## src/rtl/key_entry_ctrl_pkg.sv

```systemverilog
// Shared state encodings and code-digit helper for the key entry controller
// and the display logic that decodes ST/ST_L.
package key_entry_ctrl_pkg;

  localparam int unsigned ST_W    = 2;
  localparam int unsigned STL_W   = 3;
  localparam int unsigned DIGIT_W = 4;
  localparam int unsigned CODE_W  = 16;

  typedef enum logic [ST_W-1:0] {
    S_IDLE = 2'd0,
    S_WPR  = 2'd1,
    S_OK   = 2'd2,
    S_ERR  = 2'd3
  } st_e;

  localparam logic [STL_W-1:0] SL_A = 3'd0;
  localparam logic [STL_W-1:0] SL_B = 3'd1;
  localparam logic [STL_W-1:0] SL_C = 3'd2;
  localparam logic [STL_W-1:0] SL_D = 3'd3;

  // Digit 0 lives in the most significant nibble.
  function automatic logic [DIGIT_W-1:0] code_digit(input logic [CODE_W-1:0] code,
                                                    input logic [STL_W-1:0]  pos);
    logic [DIGIT_W-1:0] d;
    case (pos)
      SL_A:    d = code[15:12];
      SL_B:    d = code[11:8];
      SL_C:    d = code[7:4];
      SL_D:    d = code[3:0];
      default: d = '0;
    endcase
    return d;
  endfunction

endpackage

```

## src/rtl/key_entry_ctrl_debounce.sv

```systemverilog
// Raw key debouncer: the filtered level follows the input only after it has
// been stable for DEB_CYCLES samples; press is the filtered rising edge.
module key_debounce
  import key_entry_ctrl_pkg::*;
#(
  parameter int unsigned DEB_CYCLES = 16
) (
  input  logic clk,
  input  logic rst,
  input  logic raw_in,
  output logic level,
  output logic press
);

  localparam int unsigned CNT_W = (DEB_CYCLES > 1) ? $clog2(DEB_CYCLES) : 1;

  logic             raw_q;
  logic             level_q, level_d;
  logic             press_q, press_d;
  logic [CNT_W-1:0] cnt_q, cnt_d;

  // Count consecutive samples that disagree with the filtered level.
  always_comb begin
    level_d = level_q;
    press_d = 1'b0;
    cnt_d   = '0;
    if (raw_q != level_q) begin
      if (cnt_q == CNT_W'(DEB_CYCLES - 1)) begin
        level_d = raw_q;
        press_d = raw_q;
      end else begin
        cnt_d = cnt_q + CNT_W'(1);
      end
    end
  end

  always_ff @(posedge clk) begin
    if (rst) begin
      raw_q   <= 1'b0;
      level_q <= 1'b0;
      press_q <= 1'b0;
      cnt_q   <= '0;
    end else begin
      raw_q   <= raw_in;
      level_q <= level_d;
      press_q <= press_d;
      cnt_q   <= cnt_d;
    end
  end

  assign level = level_q;
  assign press = press_q;

endmodule

```

## src/rtl/key_entry_ctrl.sv

```systemverilog
// Code-entry controller: debounces the keypad and drives the ST/ST_L status
// consumed by the display, plus one-cycle success/failure pulses.
module key_entry_ctrl
  import key_entry_ctrl_pkg::*;
#(
  parameter int unsigned        DEB_CYCLES     = 16,
  parameter logic [CODE_W-1:0]  CODE           = 16'h1234,
  parameter int unsigned        CODE_LEN       = 4,
  parameter int unsigned        TIMEOUT_CYCLES = 1000,
  parameter int unsigned        RESULT_CYCLES  = 50
) (
  input  logic               clk,
  input  logic               rst,
  input  logic               key_valid,
  input  logic [DIGIT_W-1:0] key_code,
  input  logic               key_clear,
  output logic [ST_W-1:0]    ST,
  output logic [STL_W-1:0]   ST_L,
  output logic               code_ok,
  output logic               code_err
);

  localparam int unsigned      TMO_W    = $clog2(TIMEOUT_CYCLES + 1);
  localparam int unsigned      RES_W    = $clog2(RESULT_CYCLES + 1);
  localparam logic [STL_W-1:0] LAST_POS = STL_W'(CODE_LEN - 1);

  logic dig_level, dig_press;
  logic clr_level, clr_press;
  logic dig_ev, clr_ev, digit_match;

  st_e              state_q, state_d;
  logic [STL_W-1:0] stl_q, stl_d;
  logic             mis_q, mis_d;
  logic [TMO_W-1:0] tmo_q, tmo_d;
  logic [RES_W-1:0] res_q, res_d;
  logic             ok_q, ok_d;
  logic             err_q, err_d;

  key_debounce #(.DEB_CYCLES(DEB_CYCLES)) u_deb_digit (
    .clk    (clk),
    .rst    (rst),
    .raw_in (key_valid),
    .level  (dig_level),
    .press  (dig_press)
  );

  key_debounce #(.DEB_CYCLES(DEB_CYCLES)) u_deb_clear (
    .clk    (clk),
    .rst    (rst),
    .raw_in (key_clear),
    .level  (clr_level),
    .press  (clr_press)
  );

  // A press is only trusted while its filtered level is still asserted.
  assign dig_ev      = dig_press & dig_level;
  assign clr_ev      = clr_press & clr_level;
  assign digit_match = (key_code == code_digit(CODE, stl_q));

  always_comb begin
    state_d = state_q;
    stl_d   = stl_q;
    mis_d   = mis_q;
    tmo_d   = tmo_q;
    res_d   = res_q;
    ok_d    = 1'b0;
    err_d   = 1'b0;
    case (state_q)
      S_IDLE: begin
        if (dig_ev) begin
          state_d = S_WPR;
          stl_d   = SL_A;
          mis_d   = 1'b0;
          tmo_d   = '0;
        end
      end
      S_WPR: begin
        tmo_d = tmo_q + TMO_W'(1);
        if (clr_ev) begin
          stl_d = SL_A;
          mis_d = 1'b0;
          tmo_d = '0;
        end else if (dig_ev) begin
          tmo_d = '0;
          if (stl_q == LAST_POS) begin
            stl_d = SL_A;
            mis_d = 1'b0;
            res_d = '0;
            if (mis_q || !digit_match) begin
              state_d = S_ERR;
              err_d   = 1'b1;
            end else begin
              state_d = S_OK;
              ok_d    = 1'b1;
            end
          end else begin
            stl_d = stl_q + STL_W'(1);
            mis_d = mis_q | ~digit_match;
          end
        end else if (tmo_q == TMO_W'(TIMEOUT_CYCLES - 1)) begin
          // Idle too long: force failure.
          state_d = S_ERR;
          err_d   = 1'b1;
          stl_d   = SL_A;
          mis_d   = 1'b0;
          res_d   = '0;
        end
      end
      S_OK, S_ERR: begin
        if (res_q == RES_W'(RESULT_CYCLES - 1)) begin
          state_d = S_IDLE;
        end else begin
          res_d = res_q + RES_W'(1);
        end
      end
      default: state_d = S_IDLE;
    endcase
  end

  always_ff @(posedge clk) begin
    if (rst) begin
      state_q <= S_IDLE;
      stl_q   <= SL_A;
      mis_q   <= 1'b0;
      tmo_q   <= '0;
      res_q   <= '0;
      ok_q    <= 1'b0;
      err_q   <= 1'b0;
    end else begin
      state_q <= state_d;
      stl_q   <= stl_d;
      mis_q   <= mis_d;
      tmo_q   <= tmo_d;
      res_q   <= res_d;
      ok_q    <= ok_d;
      err_q   <= err_d;
    end
  end

  assign ST       = state_q;
  assign ST_L     = stl_q;
  assign code_ok  = ok_q;
  assign code_err = err_q;

endmodule

```

## config.mk

```make
export PLATFORM = sky130hd
export DESIGN_NAME = key_entry_ctrl
export DESIGN_NICKNAME = d
export VERILOG_FILES = /design/src/rtl/key_entry_ctrl_pkg.sv /design/src/rtl/key_entry_ctrl_debounce.sv /design/src/rtl/key_entry_ctrl.sv
export SDC_FILE = /design/constraint.sdc
export NUM_CORES = 1
export LEC_CHECK = 0
export ABC_AREA = 1
export CAP_MARGIN = 15
export CORE_AREA = 2 2 74 76
export DETAILED_ROUTE_END_ITERATION = 10
export DIE_AREA = 0 0 76 78
export SLEW_MARGIN = 20
export SYNTH_ARGS = -nofsm -noshare
export SYNTH_HDL_FRONTEND = slang
export SYNTH_HIERARCHICAL = 1
export SYNTH_SLANG_ARGS = --single-unit
```

## constraint.sdc

```tcl
create_clock -name clk -period 1.45 [get_ports clk]
set_clock_uncertainty 0.05 [all_clocks]
set_input_delay 0.29 -clock clk [delete_from_list [all_inputs] [get_ports clk]]
set_output_delay 0.29 -clock clk [all_outputs]
set_load 0.01 [all_outputs]
```

==> results by group, run 1 <==
Routing
  – Via/cell ratio: 4.723
  – Routed via count: 1,894
  – DR DRC count: 0
  – Routed WL: 4.252 mm
  – Post-DR wirelength/cell: 10.60 um
  – Initial DRC count: 86
  – Pre-Repair DR Iteration Count: 4
  – ANT nets after route: 0

GRT
  – GR Util met3: 0.03023
  – Overflow after GRT: 0
  – Met1 GRT Util: 0.1844
  – Antenna violations before repair: 0
  – Largest net degree at the start of global routing: 14
  – All-layer global routing usage: 0.1477
  – Vias in the first global route: 1,699
  – Met2 Track Usage GR: 0.2500
  – First-pass GRT wire length: 7.182 mm
  – Grt peak-use layer: met2

Timing
  – Period minus WS final: 1501 ps
  – Unrepaired setup endpoints after global routing: true
  – Slack of the critical path: -50.81 ps
  – Hold violation total from the final report: 0
  – Post-route setup TNS: -68.16 ps
  – Peak Freq: 666.3 MHz
  – Worst slew margin: 0.7961
  – Period utilization: 1.035
  – Actual slew at the worst max-slew pin: 303.0 ps
  – Final Slew Violations: 0
  – Finish-stage setup viols: 2

Synth
  – Mapped cell area: 0.002011 mm^2
  – Synth warn: 6
  – Post-synthesis sequential area ratio: 0.3783
  – Synth top cells by count: nand2_1, inv_1, dfxtp_1
  – Top cell type's share of synthesized area: 0.3783
  – Net count after synthesis: 301
  – Synth top area cells: dfxtp_1, nand2_1, inv_1
  – Most common cell in the netlist: nand2_1
  – Synth Register Bits: 38
  – Synth Area per Inst: 7.080 um^2
  – Post-synthesis cell type count: 30
  – Post-synth EDFFs: 0
  – Dominant synthesized flop cell: dfxtp_1
  – Post-Syn Instances: 284
  – Synth area leader: dfxtp_1
  – Ys async rst share: 0

Final layout
  – Share of cells above drive strength 1: 0.2689
  – Area grow syn2layout: 32.61%
  – # diodes: 0
  – Final non-filler cell total: 401
  – Final core utilization: 0.5288
  – Fin nets: 347

Clock network
  – Clk pin slew, worst setup/hold paths: 80 ps
  – CTS sink cnt: 38
  – H-tree level count: 2
  – Clk buf depth: 2
  – Num CTS Buffers: 5
  – Root buf cell: clkbuf_8
  – Latest clock arrival within the worst-skew pair: 290 ps
  – CTS tree: built

Die
  – Row Count: 26
  – Die area: 0.005928 mm^2
  – Initial Util: 0.3988
  – Ports: 15
  – Die height: 78 um
  – Die Span X: 76 um
  – Core box area: 0.005042 mm^2

Worst setup path
  – Kind of critical path: reg2reg
  – Arrival @ worst endpoint: 1660 ps
  – CP max FO: 4
  – Critical path endpoint category: register
  – Req. time, crit path: 1610 ps
  – CP Launch Type: register

Pwr
  – Leakage power: 1.029 nW
  – VDD IR max: 0.6173 mV
  – Power Density: 1137 mW/mm^2

Placement
  – Placed cell count: 389
  – IO buf count: 14
  – Dpl ws: -40.28 ps
  – Detailed placement HPWL: 3.061 mm
  – Routability cong.: 0.7652

Min path
  – Hold Path Class: reg2reg

Status
  – Outcome: finished, violations left
  – Failing checks: negative setup slack

Job
  – Maxcap violations: 0
-- layout make-up --
type / count / area [um^2]
fillers: 503 / 2376
multi-input cells: 201 / 1181
flip-flops and latches: 38 / 775.7
repair buffers: 42 / 345.3
inverters: 42 / 162.7
well taps: 70 / 87.58
clock buffers: 5 / 68.82
clock inverters: 3 / 45.04
-- worst paths after layout --
| kind | from | endpoint | slack, ps | cells past startpoint |
|---|---|---|---|---|
| min | u_deb_clear/cnt_q[0] | u_deb_clear/cnt_q[0] | 420 | 1 |
| min reg2reg | u_deb_clear/cnt_q[0] | u_deb_clear/cnt_q[0] | 420 | 1 |
| max reg2reg | ST_L[0] | code_ok | -50 | 7 |
| max | ST_L[0] | code_ok | -50 | 7 |
-- metrics by stage --
step	hold slack (ps)	power (mW)	cell area, um^2
after floorplan	309.1	1.691	2012
after global placement	393.8	2.031	2401
after detailed placement	404.4	2.038	2401
after CTS	422.1	2.940	2509
after global routing	460.2	3.203	2666
final	417.3	3.032	2666
-- registers in the layout, indices dropped and copies added (netlist names), 2 cells and up --
| name | cells |
|---|---|
| u_deb_digit/cnt_q | 4 |
| tmo_q | 10 |
| ST_L | 3 |
| ST | 2 |
| res_q | 6 |
| u_deb_clear/cnt_q | 4 |
-- layer usage --
metal | vias up | wire length (um)
met3 | 5 | 152
li1 | 1014 | -
met4 | 0 | 54
met5 | - | 0
met2 | 34 | 2001
met1 | 841 | 2044
-- kinds of logic (layout without fill, tap and decap cells) --
family / after synthesis / in the layout / synth area share
xor+xnor: 3 / 3 / 0.01307
buf+inv: 45 / 92 / 0.08774
compound gates: 38 / 38 / 0.1089
flops: 38 / 38 / 0.3783
fa+ha+maj: 9 / 9 / 0.05601
simple gates: 151 / 151 / 0.3559
-- critical path: stages (launching register included) --
cell and delay, ps:
dfxtp_4 370, ha_1 230, buf_4 140, nand3_1 80
nand3_1 100, nor2_2 120, nand2_2 90, nor4_2 250
-- layout by cell type (no fill, tap or decap), drive strengths merged --
master,netlist,final
nor2,33,33
a21oi,25,25
o22ai,1,1
nand2,71,71
ha,9,9
or2,1,1
dfxtp,38,38
nand3b,1,1
xnor2,2,2
xor2,1,1
a211oi,2,2
o21ai,8,8
inv,42,42
nor3,4,4
buf,1,28
a32oi,1,1
clkinvlp,0,2
clkbuf,2,5
nor4,2,2
o21bai,1,1
clkdlybuf4s50,0,7
nand4,10,10
nand3,28,28
bufinv,0,1
dlygate4sd2,0,7
and3,1,1
-- report_power, final --
part	leakage (nW)	switching (mW)	internal [mW]
registers	0.312	0.0480	1.09
logic	0.667	0.599	0.390
clock network	0.0504	0.392	0.512
-- timing repair --
action	4_1_cts	5_1_grt
setup buffers	0	4
hold buffers	0	0
setup endpoints to repair	14	20
gates resized for setup	10	41
pin swaps	1	13
Power figures use the tool's default switching activity.
==> inputs of run 2 (changes only) <==
--- a/config.mk
+++ b/config.mk
@@ -8,6 +8,7 @@
 export ABC_AREA = 1
 export CAP_MARGIN = 15
 export CORE_AREA = 2 2 74 76
+export CTS_BUF_LIST = sky130_fd_sc_hd__clkbuf_16
 export DETAILED_ROUTE_END_ITERATION = 10
 export DIE_AREA = 0 0 76 78
 export SLEW_MARGIN = 20
==> results by group, run 2 (synthesis gave the netlist of run 1 again) <==
Routing
  – DR DRC count: 0
  – Via/cell ratio: 4.773
  – Top layer in use: met4
  – Met2 wire length: 2.064 mm
  – Pre-Repair DR Iteration Count: 4
  – Post-DR wirelength/cell: 10.78 um
  – Routed via count: 1,914
  – M1 WL: 2.074 mm
  – Routed WL: 4.321 mm
  – Initial DRC count: 64
  – Metal3 WL: 131 um
  – ANT nets after route: 0

Timing
  – Post-route setup TNS: -53.59 ps
  – Slack of the critical path: -38.17 ps
  – Hold violation total from the final report: 0
  – Peak Freq: 672.0 MHz
  – Period utilization: 1.026
  – Worst slew margin: 0.7925
  – Final Slew Violations: 0
  – Actual slew at the worst max-slew pin: 308.8 ps
  – Period minus WS final: 1488 ps
  – Unrepaired setup endpoints after global routing: true
  – Finish-stage setup viols: 2

Clock network
  – Root buf cell: clkbuf_16
  – CTS tree: built
  – Num CTS Buffers: 5
  – Clk pin slew, worst setup/hold paths: 60 ps
  – Latest clock arrival within the worst-skew pair: 280 ps
  – CTS sink cnt: 38
  – Clk buf depth: 2
  – H-tree level count: 2

Pwr
  – Reg power frac: 0.337
  – Sw frac: 0.3211
  – Power Density: 1232 mW/mm^2
  – VDD IR max: 0.6380 mV
  – Leakage power: 1.079 nW
  – Combinational share of power: 0.297
  – Clock power share: 0.366
  – Switch Pwr: 1.084 mW
  – Pint: 2.293 mW

Die
  – Initial Util: 0.3988
  – Die area: 0.005928 mm^2
  – Row Count: 26
  – Core box area: 0.005042 mm^2
  – Ports: 15
  – Die Span X: 76 um
  – Die height: 78 um

Final layout
  – Share of cells above drive strength 1: 0.2749
  – Commonest cells after routing, fill and taps aside: nand2_1, inv_1, dfxtp_1
  – Area grow syn2layout: 36.28%
  – Final non-filler cell total: 401
  – Fill count: 490
  – Multi-input gate area in the final layout: 0.001194 mm^2
  – Largest registers: tmo_q (10), res_q (6)
  – Register area: 773.2 um^2
  – Max reg flops: 10
  – # diodes: 0
  – Commonest non-fill, non-tap cell in the layout: nand2_1
  – Top reg by flops: tmo_q
  – Fin nets: 347

Worst setup path
  – Bufs and invs on worst path: 1
  – Arrival @ worst endpoint: 1630 ps
  – CP max FO: 4
  – Slowest cell on the critical path: dfxtp_4
  – Kind of critical path: reg2reg
  – Worst path top cell family by delay: simple AND/OR/NAND/NOR gates
  – CP Launch Type: register
  – Critical path endpoint category: register
  – Crit-path cells: ha_1 -> buf_4 -> nand3_1 -> nand3_1 -> nor2_2 -> nand2_2 -> nor4_2
  – Req. time, crit path: 1590 ps
  – Biggest cell delay along the critical path: 360 ps
  – Top cell by count, worst path: nand3_1

Placement
  – Dpl ws: -40.28 ps
  – IO buf count: 14
  – Routability cong.: 0.7652
  – Detailed placement HPWL: 3.061 mm
  – Placed cell count: 389

GRT
  – Vias in the first global route: 1,714
  – Overflow after GRT: 0
  – Largest net degree at the start of global routing: 14
  – First-pass GRT wire length: 7.238 mm
  – All-layer global routing usage: 0.1490
  – Antenna violations before repair: 0

Min path
  – Hold Path Class: reg2reg

Status
  – Failing checks: negative setup slack
  – Outcome: finished, violations left

Job
  – Maxcap violations: 0
run 2: timing repair:
action / in CTS / in global routing
setup buffers: 0 / 4
resized for setup: 9 / 43
hold buffers: 0 / 0
setup endpoints to repair: 10 / 21
pin swaps: 1 / 12
run 2: power groups by stage:
stage / clock, mW / combinational, mW / sequential, mW
after floorplan: 0 / 0.519 / 1.17
after global placement: 0 / 0.880 / 1.15
after detailed placement: 0 / 0.885 / 1.15
after CTS: 1.27 / 0.872 / 1.13
after global routing: 1.31 / 1.10 / 1.15
final: 1.24 / 1.00 / 1.14
run 2: path summary, 6_finish.rpt:
check | cells after the start | from | slack, ps | end
hold / removal | 1 | u_deb_clear/cnt_q[0] | 420 | u_deb_clear/cnt_q[0]
setup / recovery | 7 | ST_L[0] | -40 | code_ok
hold reg to reg | 1 | u_deb_clear/cnt_q[0] | 420 | u_deb_clear/cnt_q[0]
setup reg to reg | 7 | ST_L[0] | -40 | code_ok
run 2: routing by layer:
layer / global-route usage / vias to the layer above
met4: 0.04909 / 0
met5: 0 / -
met1: 0.1837 / 869
met3: 0.04070 / 6
met2: 0.2527 / 24
li1: - / 1015
run 2: worst reg2reg max path, delay by kind of cell (launching register included):
family / cells / cell delay [ps]
flops: 1 / 360
simple gates: 5 / 630
fa+ha+maj: 1 / 230
buf+inv: 1 / 140
run 2: through the flow:
stage          instance area [um^2]  power, mW    util  hold slack [ps]
2_1_floorplan                  2012      1.691       -            309.1
4_1_cts                        2570      3.277  0.5097            418.4
3_3_place_gp                   2401      2.031  0.4762            393.8
3_5_place_dp                   2401      2.038  0.4762            404.4
5_1_grt                        2740      3.555  0.5434            456.2
6_report                       2740      3.377  0.5434            415.2
run 2: layout make-up:
type	count	share of cell area
clock buffers	5	0.04566
repair buffers	42	0.1288
clock inverters	3	0.01644
flip-flops and latches	38	0.2822
multi-input cells	201	0.4356
inverters	42	0.05936
well taps	70	0.03196
==> inputs of run 3 (changes only) <==
--- a/config.mk
+++ b/config.mk
@@ -5,12 +5,12 @@
 export SDC_FILE = /design/constraint.sdc
 export NUM_CORES = 1
 export LEC_CHECK = 0
-export ABC_AREA = 1
 export CAP_MARGIN = 15
-export CORE_AREA = 2 2 74 76
+export CORE_AREA = 2 2 72 74
 export CTS_BUF_LIST = sky130_fd_sc_hd__clkbuf_16
+export CTS_CLUSTER_SIZE = 12
 export DETAILED_ROUTE_END_ITERATION = 10
-export DIE_AREA = 0 0 76 78
+export DIE_AREA = 0 0 74 76
 export SLEW_MARGIN = 20
 export SYNTH_ARGS = -nofsm -noshare
 export SYNTH_HDL_FRONTEND = slang
==> constraint.sdc (replaced) <==
create_clock -name clk -period 1.3 [get_ports clk]
set_clock_uncertainty 0.05 [all_clocks]
set_input_delay 0.26 -clock clk [delete_from_list [all_inputs] [get_ports clk]]
set_output_delay 0.26 -clock clk [all_outputs]
set_load 0.01 [all_outputs]
==> results by group, run 3 <==
Min path
  – Hold Path Class: reg2reg

Status
  – Outcome: finished, violations left
  – Failing checks: negative setup slack

Timing
  – Post-route setup TNS: -5109 ps
  – Worst slew margin: 0.6777
  – Period minus WS final: 1852 ps
  – Actual slew at the worst max-slew pin: 479.0 ps
  – Finish-stage setup viols: 22
  – Final Slew Violations: 0
  – Slack of the critical path: -552.1 ps
  – Unrepaired setup endpoints after global routing: true
  – Hold_ws: 397.0 ps
  – Period utilization: 1.425
  – Peak Freq: 539.9 MHz
  – Hold violation total from the final report: 0

Placement
  – Routability cong.: 0.8465
  – IO buf count: 14
  – Placed cell count: 341
  – Placed Area: 0.002575 mm^2
  – Dpl ws: -725.1 ps
  – Detailed placement HPWL: 3.095 mm

Die
  – Core box area: 0.004912 mm^2
  – Ports: 15
  – Die Span X: 74 um
  – Row Count: 26
  – Die area: 0.005624 mm^2
  – Initial Util: 0.3782
  – Die height: 76 um

Worst setup path
  – CP max FO: 4
  – Arrival @ worst endpoint: 1970 ps
  – Kind of critical path: reg2reg
  – Req. time, crit path: 1410 ps
  – CP Launch Type: register
  – Critical path endpoint category: register

Clock network
  – Hold_buf cts: 0
  – CTS sink cnt: 38
  – Clk buf depth: 2
  – Num CTS Buffers: 5
  – Root buf cell: clkbuf_16
  – H-tree level count: 2
  – CTS tree: built
  – Latest clock arrival within the worst-skew pair: 280 ps
  – Clk pin slew, worst setup/hold paths: 60 ps

Synth
  – Top cell type's share of synthesized area: 0.4094
  – Ys async rst share: 0
  – Synth top area cells: dfxtp_1, ha_1, nor2_1
  – Compound-Gate Fraction of Synth Area: 0.1636
  – Dominant synthesized flop cell: dfxtp_1
  – Mapped cell area: 0.001858 mm^2
  – Most common cell in the netlist: dfxtp_1
  – Synth top cells by count: dfxtp_1, nor2_1, a21oi_1
  – Post-synthesis sequential area ratio: 0.4094
  – Post-synthesis cell type count: 45
  – Mux contribution to synthesized area: 0.01077
  – Post-synth EDFFs: 0
  – Post-Syn Instances: 213
  – Synth Area in XOR/XNOR: 0.03300
  – Synth Register Bits: 38
  – Post-Synth Adder-Cell Area: 0.06061
  – Synth Area per Inst: 8.723 um^2
  – Synth warn: 6
  – Largest family of logic cells by synthesized area: simple AND/OR/NAND/NOR gates
  – Synth area leader: dfxtp_1
  – Net count after synthesis: 230
  – Post-Synth Simple-Gate Area: 0.2943

Final layout
  – Commonest non-fill, non-tap cell in the layout: buf_4
  – Largest registers: tmo_q (10), res_q (6)
  – Commonest cells after routing, fill and taps aside: buf_4, dfxtp_1, nor2_1
  – Fill count: 401
  – Design Area, Final: 0.003167 mm^2
  – Fin nets: 310
  – Final core utilization: 0.6447
  – Max reg flops: 10
  – Share of cells above drive strength 1: 0.4966
  – Top reg by flops: tmo_q
  – Final non-filler cell total: 364
  – Area grow syn2layout: 70.44%
  – # diodes: 0

Routing
  – Via/cell ratio: 4.995
  – Initial DRC count: 67
  – ANT nets after route: 0
  – DR DRC count: 0
  – Routed WL: 4.733 mm
  – Pre-Repair DR Iteration Count: 4
  – Post-DR wirelength/cell: 13.00 um
  – Routed via count: 1,818

Job
  – Maxcap violations: 0

GRT
  – Vias in the first global route: 1,823
  – First-pass GRT wire length: 8.211 mm
  – Overflow after GRT: 0
  – All-layer global routing usage: 0.1827
  – Antenna violations before repair: 0
  – Largest net degree at the start of global routing: 21

Pwr
  – Leakage power: 1.209 nW
  – Power Density: 830.6 mW/mm^2
  – Pwr Total: 2.630 mW
  – VDD IR max: 0.5647 mV
[run 3: cell count changes after synthesis, moves of 6 or more]
cell,change
nand3_1,-17
nand3b_1,+7
inv_1,-33
nand2_1,-57
nor3_1,+6
a21oi_1,-7
[run 3: kinds of logic (layout without fill, tap and decap cells)]
| family | Yosys count | after routing |
|---|---|---|
| XOR/XNOR | 7 | 7 |
| buffers and inverters | 13 | 94 |
| AND/OR/NAND/NOR | 96 | 96 |
| flip-flops | 38 | 38 |
| adder cells (fa/ha/maj) | 9 | 9 |
| AO/OA/AOI/OAI | 48 | 48 |
| multiplexers | 2 | 2 |
[run 3: layout make-up]
type | instances | area (um^2) | area share
Timing Repair Buffer | 79 | 723.2 | 0.2284
Inverter | 7 | 28.78 | 0.009087
Multi-Input combinational cell | 162 | 1373 | 0.4334
Clock buffer | 5 | 125.1 | 0.03951
Tap cell | 70 | 87.58 | 0.02766
Sequential cell | 38 | 785.8 | 0.2481
Clock inverter | 3 | 43.79 | 0.01383
[run 3: worst max-delay path: stages (launching register included)]
cell	delay (ps)
dfxtp_4	370
inv_4	50
ha_2	200
or3_4	340
a2111oi_4	350
o311ai_4	140
nor3_1	160
o32ai_1	90
[run 3: final timing paths]
check,startpoint,to,slack [ps],depth (start not counted)
worst max-delay path,ST_L[0],ST[0],-550,7
worst min-delay path,u_deb_clear/cnt_q[0],u_deb_clear/cnt_q[0],400,1
worst max register to register,ST_L[0],ST[0],-550,7
worst min register to register,u_deb_clear/cnt_q[0],u_deb_clear/cnt_q[0],400,1
[run 3: what timing repair did]
item / CTS / global route
pin swaps: 36 / 17
resized for setup: 69 / 28
setup endpoints to repair: 31 / 26
setup buffers: 8 / 9
endpoints found under the hold margin: 0 / 0
[run 3: metal layers]
| metal | track usage | vias to the layer above | routed length, um |
|---|---|---|---|
| met5 | 0 | - | 0 |
| met3 | 0.03439 | 6 | 121 |
| met1 | 0.2275 | 856 | 2145 |
| li1 | - | 930 | - |
| met4 | 0.06364 | 0 | 64 |
| met2 | 0.3089 | 26 | 2402 |
[run 3: power by group]
group          leakage [nW]  switching, mW  internal (mW)
sequential            0.314        0.00477           1.16
combinational         0.815         0.0404         0.0433
clock                0.0804          0.474          0.905
